File: config.mk
export PLATFORM = sky130hd
export DESIGN_NAME = capture_ctrl
export DESIGN_NICKNAME = d
export VERILOG_FILES = /design/src/rtl/capture_ctrl_pkg.sv /design/src/rtl/capture_ctrl.sv
export SDC_FILE = /design/constraint.sdc
export NUM_CORES = 1
export LEC_CHECK = 0
export ABC_AREA = 1
export CAP_MARGIN = 25
export CORE_ASPECT_RATIO = 1.25
export CORE_MARGIN = 5
export CORE_UTILIZATION = 45
export DETAILED_ROUTE_END_ITERATION = 8
export GPL_TIMING_DRIVEN = 0
export PLACE_DENSITY = 0.72
export SLEW_MARGIN = 15
export SYNTH_ARGS = -nofsm -noshare
export SYNTH_HDL_FRONTEND = slang
export SYNTH_SLANG_ARGS = --single-unit
File: constraint.sdc
create_clock -name clk -period 2.6 [get_ports clk]
set_clock_uncertainty 0.1 [all_clocks]
set_input_delay 0.78 -clock clk [delete_from_list [all_inputs] [get_ports clk]]
set_output_delay 0.78 -clock clk [all_outputs]
set_load 0.01 [all_outputs]
File: src/rtl/capture_ctrl_pkg.sv
// Shared types and defaults for the camera capture sequencer.
// The frame length default is the same value stat uses.
package capture_ctrl_pkg;

  typedef enum logic [1:0] {
    CAPCTL_IDLE    = 2'd0,
    CAPCTL_ARM     = 2'd1,
    CAPCTL_CAPTURE = 2'd2
  } capctl_state_e;

  localparam int unsigned CAPCTL_TIMEOUT_MS = 200;
  localparam int unsigned BYTE_CNT_W        = 19;

  // 320x240 RGB565 frame
  localparam logic [BYTE_CNT_W-1:0] FRAME_LENGTH_DEF = 19'd153600;

  function automatic int unsigned timeout_cycles(input int unsigned clk_hz,
                                                 input int unsigned ms);
    return clk_hz / 1000 * ms;
  endfunction

endpackage

File: src/rtl/capture_ctrl.sv
// Camera capture sequencer: arms on start, skips frames, gates href to whole
// frames, reports per-frame length and aborts on a stalled sensor.
//
// state   | meaning
// IDLE    | not capturing; waits for start without stop
// ARM     | waiting for vsync falling edge; counts down skipped frames
// CAPTURE | href passed to the FIFO and counted until vsync rises
module capture_ctrl
  import capture_ctrl_pkg::*;
#(
  parameter int unsigned              CLKFREQ_HZ   = 24000000,
  parameter int unsigned              TIMEOUT_MS   = CAPCTL_TIMEOUT_MS,
  parameter logic [BYTE_CNT_W-1:0]    FRAME_LENGTH = FRAME_LENGTH_DEF
) (
  input  logic                  clk,
  input  logic                  rst,
  input  logic                  vsync,
  input  logic                  href,
  input  logic                  start,
  input  logic                  stop,
  input  logic                  continuous,
  input  logic [3:0]            skip_frames,
  output logic                  cap_href,
  output logic                  busy,
  output logic                  frame_done,
  output logic                  frame_ok,
  output logic                  len_err,
  output logic [BYTE_CNT_W-1:0] cap_bytes,
  output logic [7:0]            frames_captured,
  output logic                  timeout_err
);

  localparam int unsigned TIMEOUT_CYC = timeout_cycles(CLKFREQ_HZ, TIMEOUT_MS);
  localparam int          WD_W        = $clog2(TIMEOUT_CYC);
  localparam logic [WD_W-1:0] WD_LOAD = WD_W'(TIMEOUT_CYC - 1);

  capctl_state_e         state_q, state_d;
  logic                  vsync_d1_q;
  logic                  cont_q, cont_d;
  logic [3:0]            skip_cnt_q, skip_cnt_d;
  logic [WD_W-1:0]       wd_q, wd_d;
  logic [BYTE_CNT_W-1:0] byte_cnt_q, byte_cnt_d;
  logic                  stop_pend_q, stop_pend_d;
  logic                  frame_done_q, frame_done_d;
  logic                  frame_ok_q, frame_ok_d;
  logic                  len_err_q, len_err_d;
  logic [BYTE_CNT_W-1:0] cap_bytes_q, cap_bytes_d;
  logic [7:0]            frames_q, frames_d;
  logic                  timeout_err_q, timeout_err_d;

  logic vsync_re, vsync_fe, wd_expired, len_match;

  assign vsync_re   = vsync & ~vsync_d1_q;
  assign vsync_fe   = ~vsync & vsync_d1_q;
  assign wd_expired = (wd_q == '0);
  assign len_match  = (byte_cnt_q == FRAME_LENGTH);

  always_comb begin
    state_d       = state_q;
    cont_d        = cont_q;
    skip_cnt_d    = skip_cnt_q;
    wd_d          = wd_q;
    byte_cnt_d    = byte_cnt_q;
    stop_pend_d   = stop_pend_q;
    frame_done_d  = 1'b0;
    len_err_d     = 1'b0;
    frame_ok_d    = frame_ok_q;
    cap_bytes_d   = cap_bytes_q;
    frames_d      = frames_q;
    timeout_err_d = timeout_err_q;

    unique case (state_q)
      CAPCTL_IDLE: begin
        if (start && !stop) begin
          state_d       = CAPCTL_ARM;
          cont_d        = continuous;
          skip_cnt_d    = skip_frames;
          wd_d          = WD_LOAD;
          timeout_err_d = 1'b0;
          stop_pend_d   = 1'b0;
        end
      end

      CAPCTL_ARM: begin
        if (wd_expired) begin
          state_d       = CAPCTL_IDLE;
          timeout_err_d = 1'b1;
          stop_pend_d   = 1'b0;
        end else if (stop) begin
          state_d = CAPCTL_IDLE;
        end else begin
          wd_d = (vsync_re || vsync_fe) ? WD_LOAD : wd_q - WD_W'(1);
          if (vsync_fe) begin
            if (skip_cnt_q == 4'd0) begin
              state_d    = CAPCTL_CAPTURE;
              byte_cnt_d = '0;
            end else begin
              skip_cnt_d = skip_cnt_q - 4'd1;
            end
          end
        end
      end

      CAPCTL_CAPTURE: begin
        if (wd_expired) begin
          state_d       = CAPCTL_IDLE;
          timeout_err_d = 1'b1;
          stop_pend_d   = 1'b0;
        end else begin
          wd_d = (vsync_re || vsync_fe) ? WD_LOAD : wd_q - WD_W'(1);
          if (href && (byte_cnt_q != '1)) byte_cnt_d = byte_cnt_q + 19'd1;
          if (stop) stop_pend_d = 1'b1;
          if (vsync_re) begin
            frame_done_d = 1'b1;
            cap_bytes_d  = byte_cnt_q;
            frame_ok_d   = len_match;
            len_err_d    = ~len_match;
            frames_d     = frames_q + 8'd1;
            // skip count only ever applies ahead of the first frame
            if (cont_q && !stop_pend_q && !stop) begin
              state_d    = CAPCTL_ARM;
              skip_cnt_d = 4'd0;
              wd_d       = WD_LOAD;
            end else begin
              state_d     = CAPCTL_IDLE;
              stop_pend_d = 1'b0;
            end
          end
        end
      end

      default: state_d = CAPCTL_IDLE;
    endcase
  end

  always_ff @(posedge clk) begin
    if (!rst) begin
      state_q       <= CAPCTL_IDLE;
      vsync_d1_q    <= 1'b0;
      cont_q        <= 1'b0;
      skip_cnt_q    <= 4'd0;
      wd_q          <= '0;
      byte_cnt_q    <= '0;
      stop_pend_q   <= 1'b0;
      frame_done_q  <= 1'b0;
      frame_ok_q    <= 1'b0;
      len_err_q     <= 1'b0;
      cap_bytes_q   <= '0;
      frames_q      <= 8'd0;
      timeout_err_q <= 1'b0;
    end else begin
      state_q       <= state_d;
      vsync_d1_q    <= vsync;
      cont_q        <= cont_d;
      skip_cnt_q    <= skip_cnt_d;
      wd_q          <= wd_d;
      byte_cnt_q    <= byte_cnt_d;
      stop_pend_q   <= stop_pend_d;
      frame_done_q  <= frame_done_d;
      frame_ok_q    <= frame_ok_d;
      len_err_q     <= len_err_d;
      cap_bytes_q   <= cap_bytes_d;
      frames_q      <= frames_d;
      timeout_err_q <= timeout_err_d;
    end
  end

  assign cap_href        = href & (state_q == CAPCTL_CAPTURE);
  assign busy            = (state_q != CAPCTL_IDLE);
  assign frame_done      = frame_done_q;
  assign frame_ok        = frame_ok_q;
  assign len_err         = len_err_q;
  assign cap_bytes       = cap_bytes_q;
  assign frames_captured = frames_q;
  assign timeout_err     = timeout_err_q;

endmodule

==> impl_metrics.toml <==
[synth]
seq_area_frac_synth = 0.340
synth_nets = 761
synth_area_sq_um = 4830
synth_ff_type = "dfxtp_1"
async_flop_share = 0
synthCells = 738
synth-edff-count = 0
synth_top_family_by_area = "simple AND/OR/NAND/NOR gates"
synth-adder-area-share = 0.0311
synth_compound_area_frac = 0.136
ys_seq_elements = 82
synth_xor_area_frac = 0.0308
synth_cell_type_count = 37
avgSynthCellArea_sq_um = 6.55
synthMuxAreaShare = 0
yosysWarningCount = 0
yosys.area_share.simple = 0.376

[detailed_routing]
first_pass_iters = 5
viasPerCell = 5.28
drc = 0
drtIter0Drc = 270
wl_um = 13100
antenna_left = 0
avgRoutedWirePerCell_um = 14.1
route.vias.total = 4901

[global_route]
grt_max_degree = 17
overflow = 0
grt_util_all_layers = 0.209
antenna_found_initial = 0
grt_first_pass_wirelength_um = 21900
grt_pass1_vias = 4687

[sta]
worst_pin_slew_ns = 0.666
slew_violations = 0
hold_viol = 0
fin_crit_ns = 2.51
min_period_over_period = 0.967
slew_headroom = 0.556
max_clock_freq_ghz = 0.398
setup-violations-final = 0
rsz0062_at_grt = "no"

[clock_tree]
cts_buffers = 9
root_buffer = "clkbuf_16"
cts_max_path_buffers = 2
ctsResizeCount = 1
postCtsHoldBufs = 0
cts_tree = "done"
clock-sinks = 82
postCtsSetupRepairBufs = 0
clk-insertion-delay-late_ns = 0.34
h-tree-depth = 3
path_clk_slew_ns = 0.07

[placement]
port_buffers = 43
globalplace.congestion = 0.927
hpwlAfterDp_um = 9950

[final_layout]
n_antenna_cell = 0
final_nets = 814
num-fill-cells = 1026
syn_to_final_growth_pct = 19.2
register_area_sq_um = 1640
multi_input_area_sq_um = 2800
drive_above_1_share = 0.0804
utilization = 0.546

[hold_path]
worstHoldStart = "cap_bytes[11]$_SDFFE_PN0P_"
hold_end = "cap_bytes[11]$_SDFFE_PN0P_"
hold_path_depth = 2
hold_class = "flop to flop"

[setup_path]
r2r_slack_ns = 0.42
crit_required_ns = 1.72
worstSetupPathType = "input port to output pin"
cp-end-kind = "output pin"
cp_max_fo = 2
startpoint_type = "input port"
reg2regPathDepth = 9
r2r_end = "byte_cnt_q[9]$_SDFFE_PN0P_"
cp.arrival_ns = 1.63
reg2reg_from = "byte_cnt_q[0]$_SDFFE_PN0P_"

[floorplan]
ioPinCount = 44
die_h_um = 126
die_w_um = 103
core_sq_um = 10600
initial_core_util = 0.458
die-area_sq_um = 12900
row_count = 42

[power]
switchingPower_uw = 2400
p_total_uw = 5420
pwr-share-seq = 0.303
p_int_uw = 3020
p_leak_uw = 0.00225
vdd_ir_drop_max_v = 0.000460
p_comb_frac = 0.452
switching_share = 0.443
clkPwrFrac = 0.245
p_per_area_nw_per_um2 = 941

[status]
status = "completed"

[run]
cap_violations = 0
[registers in the layout (all words and copies together) (netlist names)]
signal	flops
len_err	1
cap_bytes	19
timeout_err	1
skip_cnt_q	4
byte_cnt_q	19
cont_q	1
vsync_d1_q	1
stop_pend_q	1
wd_q	23
frames_captured	8
frame_ok	1
frame_done	1
state_q	2
[synth_stat cells (all sizes together), types with 2 or more instances]
master	number	area share
o21ai	45	0.047
nand3	58	0.063
nor4	3	0.0039
buf	15	0.021
inv	70	0.054
dfxtp	82	0.34
xnor2	5	0.0091
xor2	12	0.022
a21oi	76	0.079
nand4	13	0.023
nor3	14	0.016
a31oi	3	0.0039
nand3b	2	0.0031
clkbuf	13	0.010
nor3b	3	0.0047
ha	12	0.031
nand2	187	0.15
nor2	119	0.11
[power groups by stage]
stage | registers [uW] | clock network [uW] | logic [uW]
6_report | 1640 | 1330 | 2450
5_1_grt | 1670 | 1420 | 2750
4_1_cts | 1640 | 1350 | 2420
3_5_place_dp | 1660 | 0 | 2410
3_3_place_gp | 1650 | 0 | 2350
2_1_floorplan | 1630 | 0 | 1820
[worst max path at each step]
stage / slack (ns) / start / end
detailed placement: -0.42 / vsync / wd_q[15]$_SDFFE_PN0P_
global placement: -0.38 / vsync / wd_q[15]$_SDFFE_PN0P_
CTS: 0.05 / state_q[0]$_SDFFE_PN0P_ / busy
finish: 0.09 / href / cap_href
floorplan: 0.57 / vsync / byte_cnt_q[0]$_SDFFE_PN0P_
global route: 0.008 / state_q[1]$_SDFFE_PN0P_ / busy
[logic make-up after synthesis]
group,Yosys count
xor+xnor,17
simple gates,400
fa+ha+maj,12
buf+inv,99
flops,82
compound gates,128
[per-layer routing]
layer | global-route usage | routed length, um | up-vias
li1 | - | - | 2504
met1 | 0.247 | 5370 | 2249
met2 | 0.375 | 6880 | 127
met3 | 0.0376 | 548 | 21
met4 | 0.0703 | 260 | 0
met5 | 0 | 0 | -
[critical path, cell delays in order]
cell	delay (ns)
clkdlybuf4s50_1	0.45
nand2_1	0.05
inv_1	0.10
clkdlybuf4s15_1	0.25
[placed cells by master, fill, tap and decap left out, types with 2 or more instances in the layout]
cell type	n
a21oi_1	76
a31oi_1	3
buf_2	7
buf_4	4
buf_6	3
clkbuf_1	12
clkbuf_16	9
clkdlybuf4s50_1	42
clkinv_4	2
dfxtp_1	81
ha_1	10
inv_1	68
inv_2	2
inv_8	2
nand2_1	180
nand2_2	5
nand2_4	2
nand3_1	55
nand3_2	3
nand3b_1	2
nand4_1	11
nand4_4	2
nor2_1	105
nor2_2	6
nor2_4	6
nor2_8	2
nor3_1	13
nor3b_1	3
nor4_1	3
o21ai_0	40
o21ai_1	4
xnor2_1	5
xor2_1	12
[metrics by stage]
step | worst slack, ns | hold slack (ns) | setup TNS, ns | area [sq um] | std cells
2_1_floorplan | 0.565 | 0.343 | 0 | 4830 | 738
3_3_place_gp | -0.383 | 0.355 | -7.05 | 5430 | 913
3_5_place_dp | -0.419 | 0.358 | -8.34 | 5430 | 913
4_1_cts | 0.0484 | 0.369 | 0 | 5740 | 928
5_1_grt | 0.00826 | 0.403 | 0 | 5760 | 928
6_report | 0.0855 | 0.365 | 0 | 5760 | 928
[area by class of cell]
| cell class | instances | share of cell area |
|---|---|---|
| Clock inverter | 7 | 0.0150 |
| Inverter | 71 | 0.0462 |
| Timing Repair Buffer | 43 | 0.0747 |
| Tap cell | 132 | 0.0287 |
| Clock buffer | 9 | 0.0391 |
| Multi-Input combinational cell | 557 | 0.485 |
| Sequential cell | 82 | 0.285 |
| Buffer | 27 | 0.0263 |
No activity file was read; power rests on OpenSTA's default activity.
